## config.mk

```make
export PLATFORM = sky130hd
export DESIGN_NAME = descrambler_ctrl
export DESIGN_NICKNAME = d
export VERILOG_FILES = /design/src/rtl/descrambler_ctrl.sv
export SDC_FILE = /design/constraint.sdc
export NUM_CORES = 1
export LEC_CHECK = 0
export CAP_MARGIN = 20
export CORE_MARGIN = 2
export CORE_UTILIZATION = 60
export DETAILED_ROUTE_END_ITERATION = 12
export GPL_TIMING_DRIVEN = 0
export PLACE_DENSITY = 0.91
export SLEW_MARGIN = 30
export SYNTH_ARGS = -nofsm -noshare
export SYNTH_HDL_FRONTEND = slang
export SYNTH_SLANG_ARGS = --single-unit
```

## constraint.sdc

```tcl
create_clock -name Clk -period 6.55 [get_ports Clk]
set_input_delay 0.9825 -clock Clk [delete_from_list [all_inputs] [get_ports Clk]]
set_output_delay 0.9825 -clock Clk [all_outputs]
set_load 0.005 [all_outputs]
```

## src/rtl/descrambler_ctrl.sv

```systemverilog
// Sequences one 802.11 DATA field through an external descrambler and
// extracts the PSDU bits. Optional SERVICE check: DESC_CTRL_SERVICE_CHECK_EN.
module descrambler_ctrl #(
  parameter int LEN_W   = 12,
  parameter int NDBPS_W = 8
) (
  input  logic               Clk,
  input  logic               Reset,
  input  logic               Start,
  input  logic [LEN_W-1:0]   Length,
  input  logic [NDBPS_W-1:0] Ndbps,
  input  logic               In_Valid,
  input  logic               In_Data,
  output logic               Desc_En,
  output logic               Desc_Scrambled_Data,
  input  logic               Desc_Data,
  output logic               Out_Valid,
  output logic               Out_Data,
  output logic               Out_Last,
  output logic               Busy,
  output logic               Done,
  output logic               Err
);

  localparam int CNT_W = LEN_W + 3;

  typedef enum logic [2:0] {
    S_IDLE,
    S_SERVICE,
    S_PSDU,
    S_TAIL,
    S_PAD
  } state_t;

  state_t               state_q, state_d;
  logic [CNT_W-1:0]     bit_cnt_q, bit_cnt_d;
  logic [NDBPS_W-1:0]   sym_cnt_q, sym_cnt_d;
  logic [LEN_W-1:0]     len_q, len_d;
  logic [NDBPS_W-1:0]   ndbps_q, ndbps_d;
  logic                 out_valid_q, out_valid_d;
  logic                 out_data_q, out_data_d;
  logic                 out_last_q, out_last_d;
  logic                 done_q, done_d;
  logic                 err_q, err_d;
`ifdef DESC_CTRL_SERVICE_CHECK_EN
  logic                 svc_bad_q, svc_bad_d;
`endif

  logic [CNT_W-1:0]     psdu_bits;
  logic                 sym_wrap;
  logic [NDBPS_W-1:0]   sym_next;
  logic                 psdu_last;

  assign psdu_bits = {len_q, 3'b000};
  assign psdu_last = (bit_cnt_q == psdu_bits - 1'b1);
  // The symbol counter advances on every consumed bit of every phase.
  assign sym_wrap  = (sym_cnt_q == ndbps_q - 1'b1);
  assign sym_next  = sym_wrap ? '0 : sym_cnt_q + 1'b1;

  assign Busy                = (state_q != S_IDLE);
  assign Desc_En             = Busy & In_Valid;
  assign Desc_Scrambled_Data = In_Data;
  assign Out_Valid           = out_valid_q;
  assign Out_Data            = out_data_q;
  assign Out_Last            = out_last_q;
  assign Done                = done_q;
  assign Err                 = err_q;

  always_comb begin
    state_d     = state_q;
    bit_cnt_d   = bit_cnt_q;
    sym_cnt_d   = sym_cnt_q;
    len_d       = len_q;
    ndbps_d     = ndbps_q;
    out_valid_d = 1'b0;
    out_data_d  = 1'b0;
    out_last_d  = 1'b0;
    done_d      = 1'b0;
    err_d       = 1'b0;
`ifdef DESC_CTRL_SERVICE_CHECK_EN
    svc_bad_d   = svc_bad_q;
`endif

    case (state_q)
      S_IDLE: begin
        if (Start) begin
          if (Length != '0 && Ndbps != '0) begin
            len_d     = Length;
            ndbps_d   = Ndbps;
            bit_cnt_d = '0;
            sym_cnt_d = '0;
            state_d   = S_SERVICE;
`ifdef DESC_CTRL_SERVICE_CHECK_EN
            svc_bad_d = 1'b0;
`endif
          end else begin
            err_d = 1'b1;
          end
        end
      end

      S_SERVICE: begin
        if (In_Valid) begin
          sym_cnt_d = sym_next;
          bit_cnt_d = bit_cnt_q + 1'b1;
`ifdef DESC_CTRL_SERVICE_CHECK_EN
          if (bit_cnt_q >= CNT_W'(7) && Desc_Data) svc_bad_d = 1'b1;
`endif
          if (bit_cnt_q == CNT_W'(15)) begin
            bit_cnt_d = '0;
            state_d   = S_PSDU;
`ifdef DESC_CTRL_SERVICE_CHECK_EN
            if (svc_bad_q || Desc_Data) begin
              err_d   = 1'b1;
              state_d = S_IDLE;
            end
`endif
          end
        end else if (bit_cnt_q != '0) begin
          // Seed already in use: a gap cannot be recovered from.
          err_d   = 1'b1;
          state_d = S_IDLE;
        end
      end

      S_PSDU: begin
        if (In_Valid) begin
          sym_cnt_d   = sym_next;
          out_valid_d = 1'b1;
          out_data_d  = Desc_Data;
          out_last_d  = psdu_last;
          if (psdu_last) begin
            bit_cnt_d = '0;
            state_d   = S_TAIL;
          end else begin
            bit_cnt_d = bit_cnt_q + 1'b1;
          end
        end else begin
          err_d   = 1'b1;
          state_d = S_IDLE;
        end
      end

      S_TAIL: begin
        if (In_Valid) begin
          sym_cnt_d = sym_next;
          bit_cnt_d = bit_cnt_q + 1'b1;
          if (bit_cnt_q == CNT_W'(5)) begin
            if (sym_wrap) begin
              done_d  = 1'b1;
              state_d = S_IDLE;
            end else begin
              state_d = S_PAD;
            end
          end
        end else begin
          err_d   = 1'b1;
          state_d = S_IDLE;
        end
      end

      S_PAD: begin
        if (In_Valid) begin
          sym_cnt_d = sym_next;
          if (sym_wrap) begin
            done_d  = 1'b1;
            state_d = S_IDLE;
          end
        end else begin
          err_d   = 1'b1;
          state_d = S_IDLE;
        end
      end

      default: state_d = S_IDLE;
    endcase
  end

  always_ff @(posedge Clk or posedge Reset) begin
    if (Reset) begin
      state_q     <= S_IDLE;
      bit_cnt_q   <= '0;
      sym_cnt_q   <= '0;
      len_q       <= '0;
      ndbps_q     <= '0;
      out_valid_q <= 1'b0;
      out_data_q  <= 1'b0;
      out_last_q  <= 1'b0;
      done_q      <= 1'b0;
      err_q       <= 1'b0;
`ifdef DESC_CTRL_SERVICE_CHECK_EN
      svc_bad_q   <= 1'b0;
`endif
    end else begin
      state_q     <= state_d;
      bit_cnt_q   <= bit_cnt_d;
      sym_cnt_q   <= sym_cnt_d;
      len_q       <= len_d;
      ndbps_q     <= ndbps_d;
      out_valid_q <= out_valid_d;
      out_data_q  <= out_data_d;
      out_last_q  <= out_last_d;
      done_q      <= done_d;
      err_q       <= err_d;
`ifdef DESC_CTRL_SERVICE_CHECK_EN
      svc_bad_q   <= svc_bad_d;
`endif
    end
  end

endmodule

```

; ---- Word level (Yosys, flattened, before mapping)
; Index checks and enable logic that the tools add are counted.
[totals]
out_inout_bits = 8
ff_bits = 51
[op_classes]
add_sub_neg = 4
muxes = 43
n_bitwise = 1
eq_ne = 19
reduce_logical = 14
[ops]
columns = operator, count
row1 = $mux 15, 7
row2 = $pmux 15 s4, 1
row3 = $mux 3, 12
row4 = $mux 8, 4
row5 = $pmux 8 s2, 1
row6 = $add 15x1->15 const B, 1
row7 = $eq 15x15->1, 1
row8 = $eq 15x3->1 const B, 1
row9 = $eq 15x4->1 const B, 1
row10 = $mux 1, 15
row11 = $ne 3x3->1 const B, 5
row12 = $pmux 3 s5, 1
row13 = $reduce_bool 15->1, 1
row14 = $sub 15x1->15 const B, 1
row15 = $reduce_bool 12->1, 1
row16 = $ne 2x2->1 const B, 5
row17 = $add 8x1->8 const B, 1
row18 = $eq 8x8->1, 1
row19 = $reduce_bool 8->1, 1
row20 = $sub 8x1->8 const B, 1
row21 = $reduce_and 7->1, 1
row22 = $eq 3x2->1 const B, 2
row23 = $reduce_and 6->1, 1
row24 = $reduce_and 4->1, 1
row25 = 14 further kinds, 14

; ---- Longest topological paths before layout
; Gate-level depths: netlist (run 1).
[depth]
depth_word = 6
ltp_mapped = 10
ltp_nobuf = 9

; ---- Worst setup path before layout (run 1)
; No wires, ideal clock.
[synth_path]
path_kind = input-to-reg
from = input port Length[6]
to = register sym_cnt_q[6]
cell_stages = 7
setup_time_ns = 0.121
slack_ns = 4.087
n_path_buf = 1
t_arrival_ns = 2.342
required_ns = 6.429
path_cell_list = nor4_1 > nand3_1 > nand4_1 > a21boi_1 > clkbuf_1 > o21ai_0 > a22o_1
[synth_between]
elab_chain_len = 4
[synth_lines]
columns = item, line
row1 = "start, declared", 10  ; input logic [LEN_W-1:0] Length,
row2 = $reduce_bool 12->1, 87  ; if (Length != '0 && Ndbps != '0) begin
row3 = $logic_and 1x1->1, 87
row4 = $ne 2x2->1 (no source line), --
row5 = $reduce_and 4->1 (no source line), --
row6 = "end signal, assigned", 197  ; sym_cnt_q <= sym_cnt_d;
row7 = "end, declared", 37  ; logic [NDBPS_W-1:0] sym_cnt_q, sym_cnt_d;
; No other way between the ends.
; A chain may end at the register's enable or synchronous reset.

; ---- Worst setup path in the final report (run 1)
[layout_path]
from = input port In_Valid
to = output port Desc_En
[layout_between]
elab_chain_len = 1
[layout_lines]
columns = item, line
row1 = "start, declared", 12  ; input logic In_Valid,
row2 = $and 1x1->1, 61  ; assign Desc_En = Busy & In_Valid;
row3 = "end, declared", 14  ; output logic Desc_En,
; No other way between the ends.

==> results.rst, run 1 <==
.. list-table::
   :header-rows: 1

   * - Metric
     - Value
   * - Number of nets with antenna violations after routing
     - 0
   * - Number of different library cells in the post-synthesis netlist
     - 68
   * - Worst setup path startpoint
     - In_Valid
   * - Ys Warns
     - 0
   * - Number of hold-slack violations in the final timing report
     - 0
   * - R2r worst-path depth
     - 9
   * - Initial DRT Pass Iterations
     - 4
   * - Pre-CTS worst setup slack
     - 3.13 ns
   * - Origin of the critical flop-to-flop path
     - len_q[0]
   * - Critical path data required time
     - 5.57 ns
   * - Die Height
     - 78.1 um
   * - Die Area
     - 6100 um^2
   * - Final worst path period share
     - 51.7%
   * - Kind of path behind the tightest hold check
     - register to register
   * - Standard-cell rows
     - 26
   * - Floorplan die width
     - 78.1 um
   * - Number of hold-repair buffers added at the cts stage
     - 0
   * - Post-detailed-route wirelength per cell
     - 16.4 um
   * - Minimum setup slack among reg-to-reg paths
     - 3.93 ns
   * - Met3 global-route usage
     - 3.22%
   * - Via-to-Cell Ratio
     - 6.09
   * - Slew headroom
     - 58.3%
   * - Ratio of cells with drive above 1 in the final layout
     - 14.1%
   * - Mean Syn Cell Area
     - 9.05 um^2
   * - Routed Wire Length
     - 7.77 mm
   * - Later-pin clock latency in the skew report
     - 0.32 ns
   * - Most used flip-flop cell after synthesis
     - sky130_fd_sc_hd__dfrtp_1
   * - Share of flip-flops with an asynchronous set or reset
     - 100%
   * - Peak ir drop on the vdd network
     - 0.239 mV
   * - Worst setup path class
     - input port to output port
   * - Final setup margin
     - 3.17 ns
   * - R2r endpoint
     - bit_cnt_q[14]
   * - Total Negative Setup Slacks
     - 0 ns
   * - Total power per unit cell area
     - 358 nW/um^2
   * - Critical path startpoint category
     - input port
   * - CP Depth
     - 4
   * - Clock input transition at the sequential cells of the worst setup and hold paths
     - 0.09 ns
   * - Share of the yosys chip area belonging to registers
     - 38.7%
   * - Overall overflow remaining after global route
     - 0
   * - Count of final setup violators
     - 0
   * - Clock tree skew after final layout
     - 0.0177 ns
   * - Sink count of the clock tree
     - 51
   * - Clock buffers created by TritonCTS
     - 5
   * - Number of diodes
     - 0
   * - Clock root cell
     - sky130_fd_sc_hd__clkbuf_8
   * - Number of primary I/O pins
     - 34
   * - Synth Instances
     - 364
   * - Number of nets in the final layout
     - 435
   * - Fmax
     - 295 MHz
   * - Family with the most delay on the worst path
     - buffers and inverters
   * - FILL cells
     - 383
   * - Buffer and inverter count on the worst path
     - 3
   * - Clock tree from TritonCTS
     - yes
   * - CP endpoint
     - Desc_En
   * - Starting density of the core
     - 63.3%
   * - Via count of the first global-routing pass
     - 2873
   * - Vias
     - 2885
   * - Run status
     - finished, final reports clean
   * - # Post-CTS Setup Buffers
     - 0
   * - Met1 track utilization from global routing
     - 34.2%
   * - Worst Max-Slew Pin Slew
     - 0.626 ns
   * - Routing layer with the top usage in global route
     - met2
   * - Max-slew violation count
     - 0
   * - Antenna violations before repair
     - 0
   * - Iteration-0 DRC count of the detailed router
     - 208
   * - List of cells traversed by the critical path
     - clkdlybuf4s50_1, inv_1, nor2_1, clkdlybuf4s50_1
   * - Static leakage power
     - 0.00162 uW
   * - Seq cells post-synth
     - 51
   * - Final core utilization
     - 73.1%
   * - Syn_nets
     - 396
   * - Area growth from synthesis to layout
     - 15.4%
   * - Largest net degree at the start of global routing
     - 52
   * - Cell Area, Synth
     - 3300 um^2
   * - Worst Hold Path Cells
     - 2
   * - Critical path endpoint category
     - output port
   * - Number of flops mapped to enable cells by yosys
     - 0
   * - Worst stage delay on the critical path
     - 0.59 ns
   * - All-layer global routing usage
     - 27.2%
   * - Most frequent cell on the critical path
     - sky130_fd_sc_hd__clkdlybuf4s50_1
   * - RSZ-0062 raised after global routing
     - no
   * - Gates resized, CTS repair
     - 0
   * - Largest fanout on the critical path
     - 6
   * - Buffers on Ports
     - 32
   * - GR Util met2
     - 49.1%
   * - H-Tree Depth
     - 2
   * - Dpl hpwl
     - 5.69 mm
   * - GP Congestion
     - 0.842
   * - Wire length of the first global-routing pass
     - 13.4 mm
   * - Cell with the biggest individual delay on the critical path
     - sky130_fd_sc_hd__clkdlybuf4s50_1
   * - Number of buffers on the longest clock path
     - 2
   * - Max-cap violations
     - 0
   * - Final routed DRC violation total
     - 0
   * - Time the worst path needs with I/O delays and setup
     - 3.38 ns
   * - Worst Path Arrival
     - 2.40 ns
   * - Core area
     - 5200 um^2
## through the flow
step | power (uW) | area [um^2] | hold WS (ns) | cells
floorplan | 982 | 3300 | 0.494 | 364
global placement | 1110 | 3700 | 0.513 | 466
detailed placement | 1150 | 3710 | 0.528 | 466
CTS | 1360 | 3800 | 0.550 | 474
global route | 1460 | 3800 | 0.572 | 474
finish | 1360 | 3800 | 0.552 | 474
## worst register-to-register path: stages, from the launching register on
cell and delay [ns]:
sky130_fd_sc_hd__dfrtp_1 0.47, sky130_fd_sc_hd__inv_1 0.09, sky130_fd_sc_hd__ha_1 0.19, sky130_fd_sc_hd__nor3b_4 0.36
sky130_fd_sc_hd__and3_1 0.27, sky130_fd_sc_hd__a211oi_1 0.10, sky130_fd_sc_hd__o31ai_2 0.32, sky130_fd_sc_hd__a41oi_2 0.24
sky130_fd_sc_hd__nor2_2 0.29, sky130_fd_sc_hd__o21ai_0 0.17
## layer usage
layer  share of wire, %  wire [um]
met2                 52       4020
met1                 42       3230
met4                2.2        171
met5                  0          0
met3                4.6        356
## power breakdown
group,switching [uW],internal (uW)
clock network,120,79.5
logic,329,294
registers,130,407
## sequential cells by signal, indices dropped and copies added, names as in the netlist
register   flops
bit_cnt_q     15
Out_Data       1
ndbps_q        8
state_q        3
sym_cnt_q      8
Out_Valid      1
Done           1
Out_Last       1
Err            1
len_q         12
## layout make-up
cell class                 count  area (um^2)  share of cell area (%)
multi-input combinational    282         1870                    49.2
sequential                    51         1280                    33.6
timing repair buffer          32          320                    8.42
buffer                        20          108                    2.83
tap                           70         87.6                    2.30
clock buffer                   5         68.8                    1.81
inverter                      11         43.8                    1.15
clock inverter                 3         27.5                   0.724
## cell usage in the layout (no fill, tap or decap), types with 10 or more instances in the layout
master | Yosys | final
sky130_fd_sc_hd__inv_1 | 11 | 10
sky130_fd_sc_hd__nand2_1 | 47 | 47
sky130_fd_sc_hd__clkdlybuf4s50_1 | 0 | 32
sky130_fd_sc_hd__dfrtp_1 | 51 | 51
sky130_fd_sc_hd__mux2_2 | 20 | 20
sky130_fd_sc_hd__nor2_1 | 30 | 30
sky130_fd_sc_hd__nor3_1 | 17 | 17
sky130_fd_sc_hd__xnor2_1 | 11 | 11
sky130_fd_sc_hd__o21ai_0 | 21 | 21
sky130_fd_sc_hd__nand3_1 | 15 | 15
sky130_fd_sc_hd__xor2_1 | 13 | 13
## synthesized netlist by cell type (3+ instances only)
cell                       instances  area, um^2
sky130_fd_sc_hd__clkbuf_1          6        22.5
sky130_fd_sc_hd__dfrtp_1          51        1280
sky130_fd_sc_hd__and3_1            4        25.0
sky130_fd_sc_hd__nor4_1            8        50.1
sky130_fd_sc_hd__nand3_1          15        75.1
sky130_fd_sc_hd__buf_2             7        35.0
sky130_fd_sc_hd__inv_1            11        41.3
sky130_fd_sc_hd__ha_1              6        75.1
sky130_fd_sc_hd__mux2_2           20         225
sky130_fd_sc_hd__o21ai_0          21         105
sky130_fd_sc_hd__nor3_1           17        85.1
sky130_fd_sc_hd__nor2b_1           7        43.8
sky130_fd_sc_hd__nand2_1          47         176
sky130_fd_sc_hd__xnor2_1          11        96.3
sky130_fd_sc_hd__xor2_1           13         114
sky130_fd_sc_hd__o22ai_1           7        43.8
sky130_fd_sc_hd__a21oi_1           7        35.0
sky130_fd_sc_hd__and2_1            5        31.3
sky130_fd_sc_hd__nand3b_1          4        30.0
sky130_fd_sc_hd__o31ai_1           3        22.5
sky130_fd_sc_hd__nand4_1           5        31.3
sky130_fd_sc_hd__nor2_1           30         113
sky130_fd_sc_hd__o211ai_1          3        22.5
## worst min path at each step
| stage | from | end | slack [ns] |
|---|---|---|---|
| 3_5_place_dp | bit_cnt_q[1] | bit_cnt_q[1] | 0.53 |
| 4_1_cts | bit_cnt_q[1] | bit_cnt_q[1] | 0.55 |
| 2_1_floorplan | bit_cnt_q[1] | bit_cnt_q[1] | 0.49 |
| 5_1_grt | len_q[11] | len_q[11] | 0.57 |
| 3_3_place_gp | len_q[11] | len_q[11] | 0.51 |
| 6_report | bit_cnt_q[1] | bit_cnt_q[1] | 0.55 |
## logic make-up (layout without fill, tap and decap cells)
| kind of cell | after synthesis | in the layout | share of synthesized area [%] |
|---|---|---|---|
| and+or+nand+nor | 161 | 161 | 25.7 |
| AOI/OAI and AO/OA | 69 | 69 | 14.9 |
| DFF | 51 | 51 | 38.7 |
| buffers and inverters | 31 | 71 | 4.52 |
| xor gates and xnor gates | 24 | 24 | 6.38 |
| muxes | 22 | 22 | 7.44 |
| adders and majority gates | 6 | 6 | 2.28 |
No activity file was read; power rests on OpenSTA's default activity.
==> run 2: changes to the inputs <==
--- a/config.mk
+++ b/config.mk
@@ -7,10 +7,10 @@
 export LEC_CHECK = 0
 export CAP_MARGIN = 20
 export CORE_MARGIN = 2
-export CORE_UTILIZATION = 60
+export CORE_UTILIZATION = 57
 export DETAILED_ROUTE_END_ITERATION = 12
 export GPL_TIMING_DRIVEN = 0
-export PLACE_DENSITY = 0.91
+export PLACE_DENSITY = 0.87
 export SLEW_MARGIN = 30
 export SYNTH_ARGS = -nofsm -noshare
 export SYNTH_HDL_FRONTEND = slang
==> constraint.sdc (replaced) <==
create_clock -name Clk -period 3.5 [get_ports Clk]
set_input_delay 0.525 -clock Clk [delete_from_list [all_inputs] [get_ports Clk]]
set_output_delay 0.525 -clock Clk [all_outputs]
set_load 0.005 [all_outputs]
==> run 2 against run 1 <==
Against the previous run: utilization fell by 4.0 points; routed wire length is 0.18% higher; hold slack better by 0.0069 ns; clock-buffer cell count is the same; sequential share of layout area is 0.20 points lower; largest power group unchanged; highest routed layer unchanged.
==> results.rst, run 2 (synthesis gave the netlist of run 1 again) <==
.. list-table::
   :header-rows: 1

   * - Metric
     - Value
   * - Gates resized, CTS repair
     - 0 (unchanged)
   * - Buffers on Ports
     - 32 (unchanged)
   * - Highest-count cells in the layout ignoring fill and taps
     - 51 x sky130_fd_sc_hd__dfrtp_1, 47 x sky130_fd_sc_hd__nand2_1, 32 x sky130_fd_sc_hd__clkdlybuf4s50_1, 30 x sky130_fd_sc_hd__nor2_1, 21 x sky130_fd_sc_hd__o21ai_0
   * - Post-route cell area
     - 3820 um^2 (+0.59%)
   * - Kind of path behind the tightest hold check
     - register to register
   * - Final worst path period share
     - 76.0%
   * - Critical path startpoint category
     - input port
   * - RSZ-0062 raised after global routing
     - no
   * - Number of diodes
     - 0 (unchanged)
   * - Standard-cell rows
     - 27 (+3.8%)
   * - Number of hold-repair buffers added at the cts stage
     - 0 (unchanged)
   * - Routed Wire Length
     - 7.79 mm (+0.18%)
   * - GP Congestion
     - 0.828 (-1.7%)
   * - Worst setup path class
     - input port to register
   * - Clock tree from TritonCTS
     - yes
   * - Final core utilization
     - 69.0% (-4.0 points)
   * - Most common library cell in the layout ignoring fill and taps
     - sky130_fd_sc_hd__dfrtp_1
   * - Final setup margin
     - 0.841 ns (-2.32 ns)
   * - Largest net degree at the start of global routing
     - 52 (unchanged)
   * - H-Tree Depth
     - 2 (unchanged)
   * - Total Negative Setup Slacks
     - 0 ns (unchanged)
   * - Critical path endpoint category
     - register
   * - Largest registers in the final layout
     - bit_cnt_q x15, len_q x12
   * - Final routed DRC violation total
     - 0 (unchanged)
   * - Number of nets in the final layout
     - 435 (unchanged)
   * - Clock buffers created by TritonCTS
     - 5 (unchanged)
   * - Dpl hpwl
     - 5.61 mm (-1.4%)
   * - Number of primary I/O pins
     - 34 (unchanged)
   * - Iteration-0 DRC count of the detailed router
     - 139 (-33%)
   * - Total power per unit cell area
     - 678 nW/um^2 (+90%)
   * - Post-detailed-route wirelength per cell
     - 16.4 um (-0.24%)
   * - Max reg flops
     - 15 (unchanged)
   * - Number of hold-slack violations in the final timing report
     - 0 (unchanged)
   * - # Post-CTS Setup Buffers
     - 0 (unchanged)
   * - Antenna violations before repair
     - 0 (unchanged)
   * - Buffer and inverter count on the worst path
     - 2 (-1)
   * - Number of buffers on the longest clock path
     - 2 (unchanged)
   * - Die Area
     - 6410 um^2 (+5.0%)
   * - Clock tree skew after final layout
     - 0.00963 ns (-0.00808 ns)
   * - Ratio of cells with drive above 1 in the final layout
     - 14.1% (unchanged)
   * - Clock root cell
     - sky130_fd_sc_hd__clkbuf_8
   * - Count of final setup violators
     - 0 (unchanged)
   * - Vias
     - 2926 (+1.4%)
   * - Run status
     - finished, final reports clean
   * - Initial DRT Pass Iterations
     - 6 (+2)
   * - Fmax
     - 376 MHz
   * - Starting density of the core
     - 59.5% (-3.8 points)
   * - All-layer global routing usage
     - 26.1% (-1.2 points)
   * - Max-cap violations
     - 0 (unchanged)
   * - Via-to-Cell Ratio
     - 6.15 (+1.0%)
   * - Later-pin clock latency in the skew report
     - 0.32 ns (about the same)
   * - List of cells traversed by the critical path
     - clkdlybuf4s50_1, nor4_1, nand3_1, nand4_1, a21boi_1, clkbuf_1, o21ai_0, a22o_1
   * - Pre-CTS worst setup slack
     - 0.560 ns (-2.57 ns)
   * - Cell with the biggest individual delay on the critical path
     - sky130_fd_sc_hd__clkdlybuf4s50_1
   * - Wire length of the first global-routing pass
     - 13.0 mm (-3.4%)
   * - Critical path data required time
     - 3.72 ns (-1.85 ns)
   * - Placed cell areas
     - 3710 um^2 (about the same)
   * - Time the worst path needs with I/O delays and setup
     - 2.66 ns
   * - Static leakage power
     - 0.00163 uW (+0.74%)
   * - Overall overflow remaining after global route
     - 0 (unchanged)
   * - Clock input transition at the sequential cells of the worst setup and hold paths
     - 0.10 ns (about the same)
   * - Sink count of the clock tree
     - 51 (unchanged)
   * - Worst stage delay on the critical path
     - 0.42 ns (-0.17 ns)
   * - Worst Max-Slew Pin Slew
     - 0.636 ns (+0.00987 ns)
   * - Number of standard cells in the final layout excluding fillers
     - 476 (+0.42%)
   * - Die Height
     - 80.0 um (+2.5%)
   * - Slew headroom
     - 57.6% (-0.66 points)
   * - Worst Path Arrival
     - 2.87 ns (+0.47 ns)
   * - Max-slew violation count
     - 0 (unchanged)
   * - Via count of the first global-routing pass
     - 2778 (-3.3%)
   * - Placed cell count
     - 468 (+0.43%)
   * - Largest fanout on the critical path
     - 10 (+4)
   * - Family with the most delay on the worst path
     - buffers and inverters
   * - Floorplan die width
     - 80.0 um (+2.5%)
   * - Number of nets with antenna violations after routing
     - 0 (unchanged)
   * - Core area
     - 5540 um^2 (+6.4%)
   * - Peak ir drop on the vdd network
     - 0.442 mV (+85%)
   * - Area growth from synthesis to layout
     - 16.1%
   * - Biggest register
     - bit_cnt_q
run 2: report_power, final:
part / leakage [uW] / internal, uW / switching (uW)
Clock: 0.0000587 / 217 / 220
Sequential: 0.000656 / 761 / 241
Combinational: 0.000915 / 549 / 606
Total: 0.00163 / 1530 / 1070
run 2: metal layers:
metal	GRT usage (%)	routed length [um]	up-vias
met3	4.86	486	21
met5	0	0	-
li1	-	-	1375
met1	33.5	3200	1421
met4	8.47	159	0
met2	44.2	3940	109
run 2: path summary, 6_finish.rpt:
path | start | end | slack (ns) | cells past startpoint
worst max-delay path | Length[6] | sym_cnt_q[6] | 0.84 | 8
worst min-delay path | ndbps_q[7] | ndbps_q[7] | 0.56 | 1
worst max register to register | len_q[0] | bit_cnt_q[12] | 0.95 | 6
worst min register to register | ndbps_q[7] | ndbps_q[7] | 0.56 | 1
max in group asynchronous | Reset | bit_cnt_q[4] | 2.42 | 2
min in group asynchronous | Reset | len_q[5] | 0.63 | 2
run 2: through the flow:
step	power, uW	hold slack, ns
floorplan	1840	0.494
global placement	2080	0.514
detailed placement	2150	0.518
CTS	2590	0.561
global route	2770	0.570
finish	2590	0.559
run 2: worst register-to-register path, stage by stage, from the launching register on:
cell	delay, ns
sky130_fd_sc_hd__dfrtp_1	0.47
sky130_fd_sc_hd__or4_4	0.55
sky130_fd_sc_hd__nor3b_1	0.37
sky130_fd_sc_hd__mux2i_1	0.37
sky130_fd_sc_hd__a41oi_2	0.25
sky130_fd_sc_hd__nor2_2	0.29
sky130_fd_sc_hd__o211ai_1	0.15
run 2: area by class of cell:
class | instances | area, um^2
clock buffers | 5 | 68.8
inverters | 11 | 43.8
multi-input cells | 282 | 1870
well taps | 72 | 90.1
clock inverters | 3 | 47.5
repair buffers | 32 | 320
fillers | 431 | 1720
plain buffers | 20 | 108
flip-flops and latches | 51 | 1280
